File: config.mk
export PLATFORM = sky130hd
export DESIGN_NAME = change_dispenser
export DESIGN_NICKNAME = d
export VERILOG_FILES = /design/src/rtl/change_dispenser.sv
export SDC_FILE = /design/constraint.sdc
export NUM_CORES = 1
export LEC_CHECK = 0
export ABC_CLOCK_PERIOD_IN_PS = 2700
export CORE_ASPECT_RATIO = 1.1
export CORE_MARGIN = 2
export CORE_UTILIZATION = 55
export DETAILED_ROUTE_END_ITERATION = 8
export GPL_ROUTABILITY_DRIVEN = 0
export PLACE_DENSITY = 0.84
export REMOVE_ABC_BUFFERS = 1
export SLEW_MARGIN = 0
export SYNTH_ARGS = -nofsm -noshare
export SYNTH_HDL_FRONTEND = slang
export SYNTH_SLANG_ARGS = --single-unit
File: constraint.sdc
create_clock -name clk -period 2.7 [get_ports clk]
set_clock_uncertainty 0.1 [all_clocks]
set_input_delay 0.675 -clock clk [delete_from_list [all_inputs] [get_ports clk]]
set_output_delay 0.675 -clock clk [all_outputs]
set_load 0.05 [all_outputs]
File: src/rtl/change_dispenser.sv
// change_dispenser: turns each owed-change event from the vending FSM into a
// stream of 10- and 5-unit coins for the hopper. The largest coin the stock
// allows goes first. The block keeps a count of each coin type and reports a
// shortfall when it runs out. One request can wait in a pending slot while
// another is being paid out.
module change_dispenser #(
    parameter int STOCK_W      = 8,
    parameter int STOCK5_INIT  = 20,
    parameter int STOCK10_INIT = 20
) (
    input  logic               clk,
    input  logic               rst,
    input  logic               vend_valid,
    input  logic [2:0]         change,
    input  logic               refill,
    input  logic               coin_ready,
    output logic               coin_valid,
    output logic               coin_type,
    output logic               busy,
    output logic               done,
    output logic               short_err,
    output logic [2:0]         owed,
    output logic               overflow,
    output logic [STOCK_W-1:0] stock5,
    output logic [STOCK_W-1:0] stock10
);

    localparam logic [STOCK_W-1:0] S5_INIT  = STOCK_W'(STOCK5_INIT);
    localparam logic [STOCK_W-1:0] S10_INIT = STOCK_W'(STOCK10_INIT);
    localparam logic [STOCK_W-1:0] ONE      = STOCK_W'(1);

    typedef enum logic {
        IDLE,
        DISPENSE
    } state_t;

    state_t             state, state_next;
    logic [2:0]         rem, rem_next;
    logic               pend_valid, pend_valid_next;
    logic [2:0]         pend_change, pend_change_next;
    logic [STOCK_W-1:0] stock5_next, stock10_next;
    logic               done_next, short_next, overflow_next;
    logic [2:0]         owed_next;
    logic               use_ten, coin_avail;
    logic               src_valid;
    logic [2:0]         src_change;

    // Register the state, the remainder, the pending slot, the stocks and the pulse outputs
    always_ff @(posedge clk) begin
        if (!rst) begin
            state       <= IDLE;
            rem         <= 3'd0;
            pend_valid  <= 1'b0;
            pend_change <= 3'd0;
            stock5      <= S5_INIT;
            stock10     <= S10_INIT;
            done        <= 1'b0;
            short_err   <= 1'b0;
            overflow    <= 1'b0;
            owed        <= 3'd0;
        end else begin
            state       <= state_next;
            rem         <= rem_next;
            pend_valid  <= pend_valid_next;
            pend_change <= pend_change_next;
            stock5      <= stock5_next;
            stock10     <= stock10_next;
            done        <= done_next;
            short_err   <= short_next;
            overflow    <= overflow_next;
            owed        <= owed_next;
        end
    end

    // Next-state logic: pick a request source, take coins out of stock on each handshake, queue or drop new requests
    always_comb begin
        state_next       = state;
        rem_next         = rem;
        pend_valid_next  = pend_valid;
        pend_change_next = pend_change;
        stock5_next      = stock5;
        stock10_next     = stock10;
        done_next        = 1'b0;
        short_next       = 1'b0;
        overflow_next    = 1'b0;
        owed_next        = owed;
        src_valid        = 1'b0;
        src_change       = 3'd0;
        case (state)
            IDLE: begin
                if (refill) begin
                    stock5_next  = S5_INIT;
                    stock10_next = S10_INIT;
                end
                if (pend_valid) begin
                    src_valid       = 1'b1;
                    src_change      = pend_change;
                    pend_valid_next = vend_valid;
                    if (vend_valid) begin
                        pend_change_next = change;
                    end
                end else begin
                    src_valid  = vend_valid;
                    src_change = change;
                end
                if (src_valid) begin
                    if (src_change == 3'd0) begin
                        done_next = 1'b1;
                    end else begin
                        rem_next   = src_change;
                        state_next = DISPENSE;
                    end
                end
            end
            DISPENSE: begin
                if (vend_valid) begin
                    if (pend_valid) begin
                        overflow_next = 1'b1;
                    end else begin
                        pend_valid_next  = 1'b1;
                        pend_change_next = change;
                    end
                end
                if (!coin_avail) begin
                    state_next = IDLE;
                    short_next = 1'b1;
                    owed_next  = rem;
                end else if (coin_ready) begin
                    if (use_ten) begin
                        rem_next     = rem - 3'd2;
                        stock10_next = stock10 - ONE;
                    end else begin
                        rem_next    = rem - 3'd1;
                        stock5_next = stock5 - ONE;
                    end
                    if (rem_next == 3'd0) begin
                        state_next = IDLE;
                        done_next  = 1'b1;
                    end
                end
            end
            default: begin
                state_next = IDLE;
            end
        endcase
    end

    // Coin presentation depends only on registered state, so it stays stable while the hopper stalls
    always_comb begin
        use_ten    = (rem >= 3'd2) && (stock10 != '0);
        coin_avail = use_ten || (stock5 != '0);
        busy       = (state == DISPENSE);
        coin_valid = busy && coin_avail;
        coin_type  = busy && use_ten;
    end

endmodule

==> results.yml <==
timing:
  drv_slew: 0
  relSlewSlack: 0.5737
  fin_crit_ns: 2.592
  fin_crit_sh: 0.9601
  final.setup.tns_ns: 0
  worst_pin_slew_ns: 0.6394
  fmaxAchievable_ghz: 0.3858
  rsz0062_at_grt: "no"
  hold_slack_ns: 0.3851
  hold_viol_final: 0
  report.final.setup_viol: 0
worst_setup_path:
  critPathRequiredTime_ns: 1.92
  crit_arrival_ns: 1.82
  crit_fanout: 8
  crit_type: "flop to primary output"
  r2r_slack_ns: 0.62
  start_kind: "flop"
  endpoint_kind: "primary output"
synth:
  yosysTopAreaCell: "dfxtp_1"
  syn_inst: 202
  syn_area_mm2: 0.001708
  syn_area_per_cell_um2: 8.455
  ys.flop_type: "dfxtp_1"
  synth_cell_types: 52
  synth_seq_area_share: 0.3516
  synthArstFlopShare: 0
  synth_warnings: 0
  netlist.area_leader.share: 0.3516
  synth_area_leaders: "dfxtp_1, a21oi_1, ha_1, nand2_1, o21ai_0"
  synth_edf_count: 0
  synth_seq_cells: 30
cts:
  post_cts_buffers: 0
  cts_buffer_depth: 2
  path_clk_slew_ns: 0.10
  htreeDepth: 2
  clk_latency_ns: 0.33
  postCtsHoldBufs: 0
  numCtsBuffers: 5
  cts_sinks: 30
  root_buffer: "clkbuf_4"
  cts_tree: "yes"
run_status:
  status: "finished, final reports clean"
global_route:
  grt_use_total: 0.2443
  grt_pass1_vias: 1639
  antenna_found_initial: 0
  grt_pass1_wl_um: 7031
  grt_max_degree: 23
  gr-total-overflow: 0
detailed_routing:
  drtIter0Drc: 102
  drcViolationCount: 0
  avgViaCountPerCell: 6.231
  wl_um: 4247
  drt_pass1_iterations: 5
  antenna_left: 0
  post_drt_wl_per_cell_um: 15.56
  num_vias: 1701
cells_and_area:
  drive_gt1_frac: 0.1339
  syn_to_final_growth_pct: 26.96
  fin_area_mm2: 0.002168
  antennaDiodeCount: 0
  final_util: 0.7239
  multiInputGateArea_mm2: 0.001055
  n_fill_cell: 245
  seq_area_um2: 601.8
  fin_nets: 252
floorplanning:
  row_count: 21
  core_mm2: 0.002995
  start_util: 0.5702
  boundaryPins: 33
  die_area_mm2: 0.003567
  die_h_um: 62.45
  die_w_um: 57.13
place:
  io_buffers: 32
  detailed_place.area_mm2: 0.002092
  place_hpwl_um: 3106
power_and_ir_drop:
  power_density_mw_per_mm2: 522.6
  p_total_mw: 1.133
  p_leak_nw: 0.7250
  vdd_ir_drop_max_uv: 364.8
run:
  drv_cap: 0
hold_path:
  hold_class: "flop to flop"
[synthesized netlist by cell type (all sizes together) (2+ instances only)]
| cell type | count |
|---|---|
| a211oi | 2 |
| a21boi | 2 |
| a21o | 3 |
| a21oi | 19 |
| a31o | 2 |
| a31oi | 2 |
| and2 | 2 |
| buf | 3 |
| clkbuf | 5 |
| dfxtp | 30 |
| ha | 6 |
| inv | 9 |
| mux2 | 3 |
| mux2i | 4 |
| nand2 | 17 |
| nand2b | 5 |
| nand3 | 10 |
| nand4 | 6 |
| nand4b | 2 |
| nor2 | 8 |
| nor3 | 6 |
| nor3b | 2 |
| nor4 | 3 |
| o211ai | 5 |
| o21ai | 12 |
| o31ai | 4 |
| o32ai | 2 |
| or3 | 6 |
| or3b | 2 |
| or4 | 5 |
| xnor2 | 2 |
| xor2 | 2 |
[routing by layer]
layer | vias up | global-route usage | wire, um
li1 | 835 | - | -
met4 | 0 | 0.1221 | 71
met2 | 52 | 0.4195 | 2201
met5 | - | 0 | 0
met1 | 807 | 0.2865 | 1767
met3 | 7 | 0.04348 | 206
[repair_timing]
item | CTS | global route
setup endpoints to repair | 0 | 2
hold endpoints to repair | 0 | 0
resized for setup | 0 | 5
[kinds of logic (layout without fill, tap and decap cells)]
group | Yosys count | after routing | share of synthesized area
and+or+nand+nor | 79 | 79 | 0.2755
AOI/OAI and AO/OA | 59 | 59 | 0.2257
DFF | 30 | 30 | 0.3517
buffers and inverters | 17 | 54 | 0.03956
muxes | 7 | 7 | 0.04322
adders and majority gates | 6 | 6 | 0.04395
xor gates and xnor gates | 4 | 4 | 0.02052
[sequential cells by signal, indices dropped and copies added (netlist names)]
name / flops
stock5: 8
pend_change: 3
busy: 1
rem: 3
short_err: 1
owed: 3
pend_valid: 1
stock10: 8
overflow: 1
done: 1
[worst max-delay path, stage by stage, from the launching register on]
cell	delay, ns
dfxtp_1	0.40
or3_1	0.45
nor3_2	0.22
a21boi_1	0.12
buf_4	0.16
buf_12	0.14
[cell usage in the layout (no fill, tap or decap), drive strengths merged, types with 4 or more instances in the layout]
cell type / Yosys / final
a21oi: 19 / 19
buf: 3 / 8
clkbuf: 5 / 7
clkdlybuf4s50: 0 / 29
dfxtp: 30 / 30
ha: 6 / 6
inv: 9 / 9
mux2i: 4 / 4
nand2: 17 / 17
nand2b: 5 / 5
nand3: 10 / 10
nand4: 6 / 6
nor2: 8 / 8
nor3: 6 / 6
o211ai: 5 / 5
o21ai: 12 / 12
o31ai: 4 / 4
or3: 6 / 6
or4: 5 / 5
[area by class of cell]
cell class / instances / area share
sequential: 30 / 0.2776
clock buffer: 7 / 0.02539
inverter: 9 / 0.01558
tap: 34 / 0.01962
multi-input combinational: 155 / 0.4864
clock inverter: 1 / 0.002308
timing repair buffer: 37 / 0.1731
[where the power goes]
group / switching (mW) / internal (mW) / leakage [nW] / total [mW]
Sequential: 0.0282 / 0.464 / 0.244 / 0.492
Combinational: 0.219 / 0.139 / 0.446 / 0.358
Clock: 0.157 / 0.126 / 0.0353 / 0.283
Total: 0.404 / 0.729 / 0.725 / 1.13
[through the flow]
stage,setup slack (ns),std cells
2_1_floorplan,-0.7825,194
3_3_place_gp,0.2500,265
3_5_place_dp,0.09276,265
4_1_cts,0.01699,273
5_1_grt,0.008817,273
6_report,0.1077,273
[final timing paths]
kind              from  cells after the start    endpoint
max          stock5[4]                      5  coin_valid
max reg2reg  stock5[0]                      7      rem[1]
min            owed[0]                      2     owed[0]
min reg2reg    owed[0]                      2     owed[0]
No activity file was read; power rests on OpenSTA's default activity.
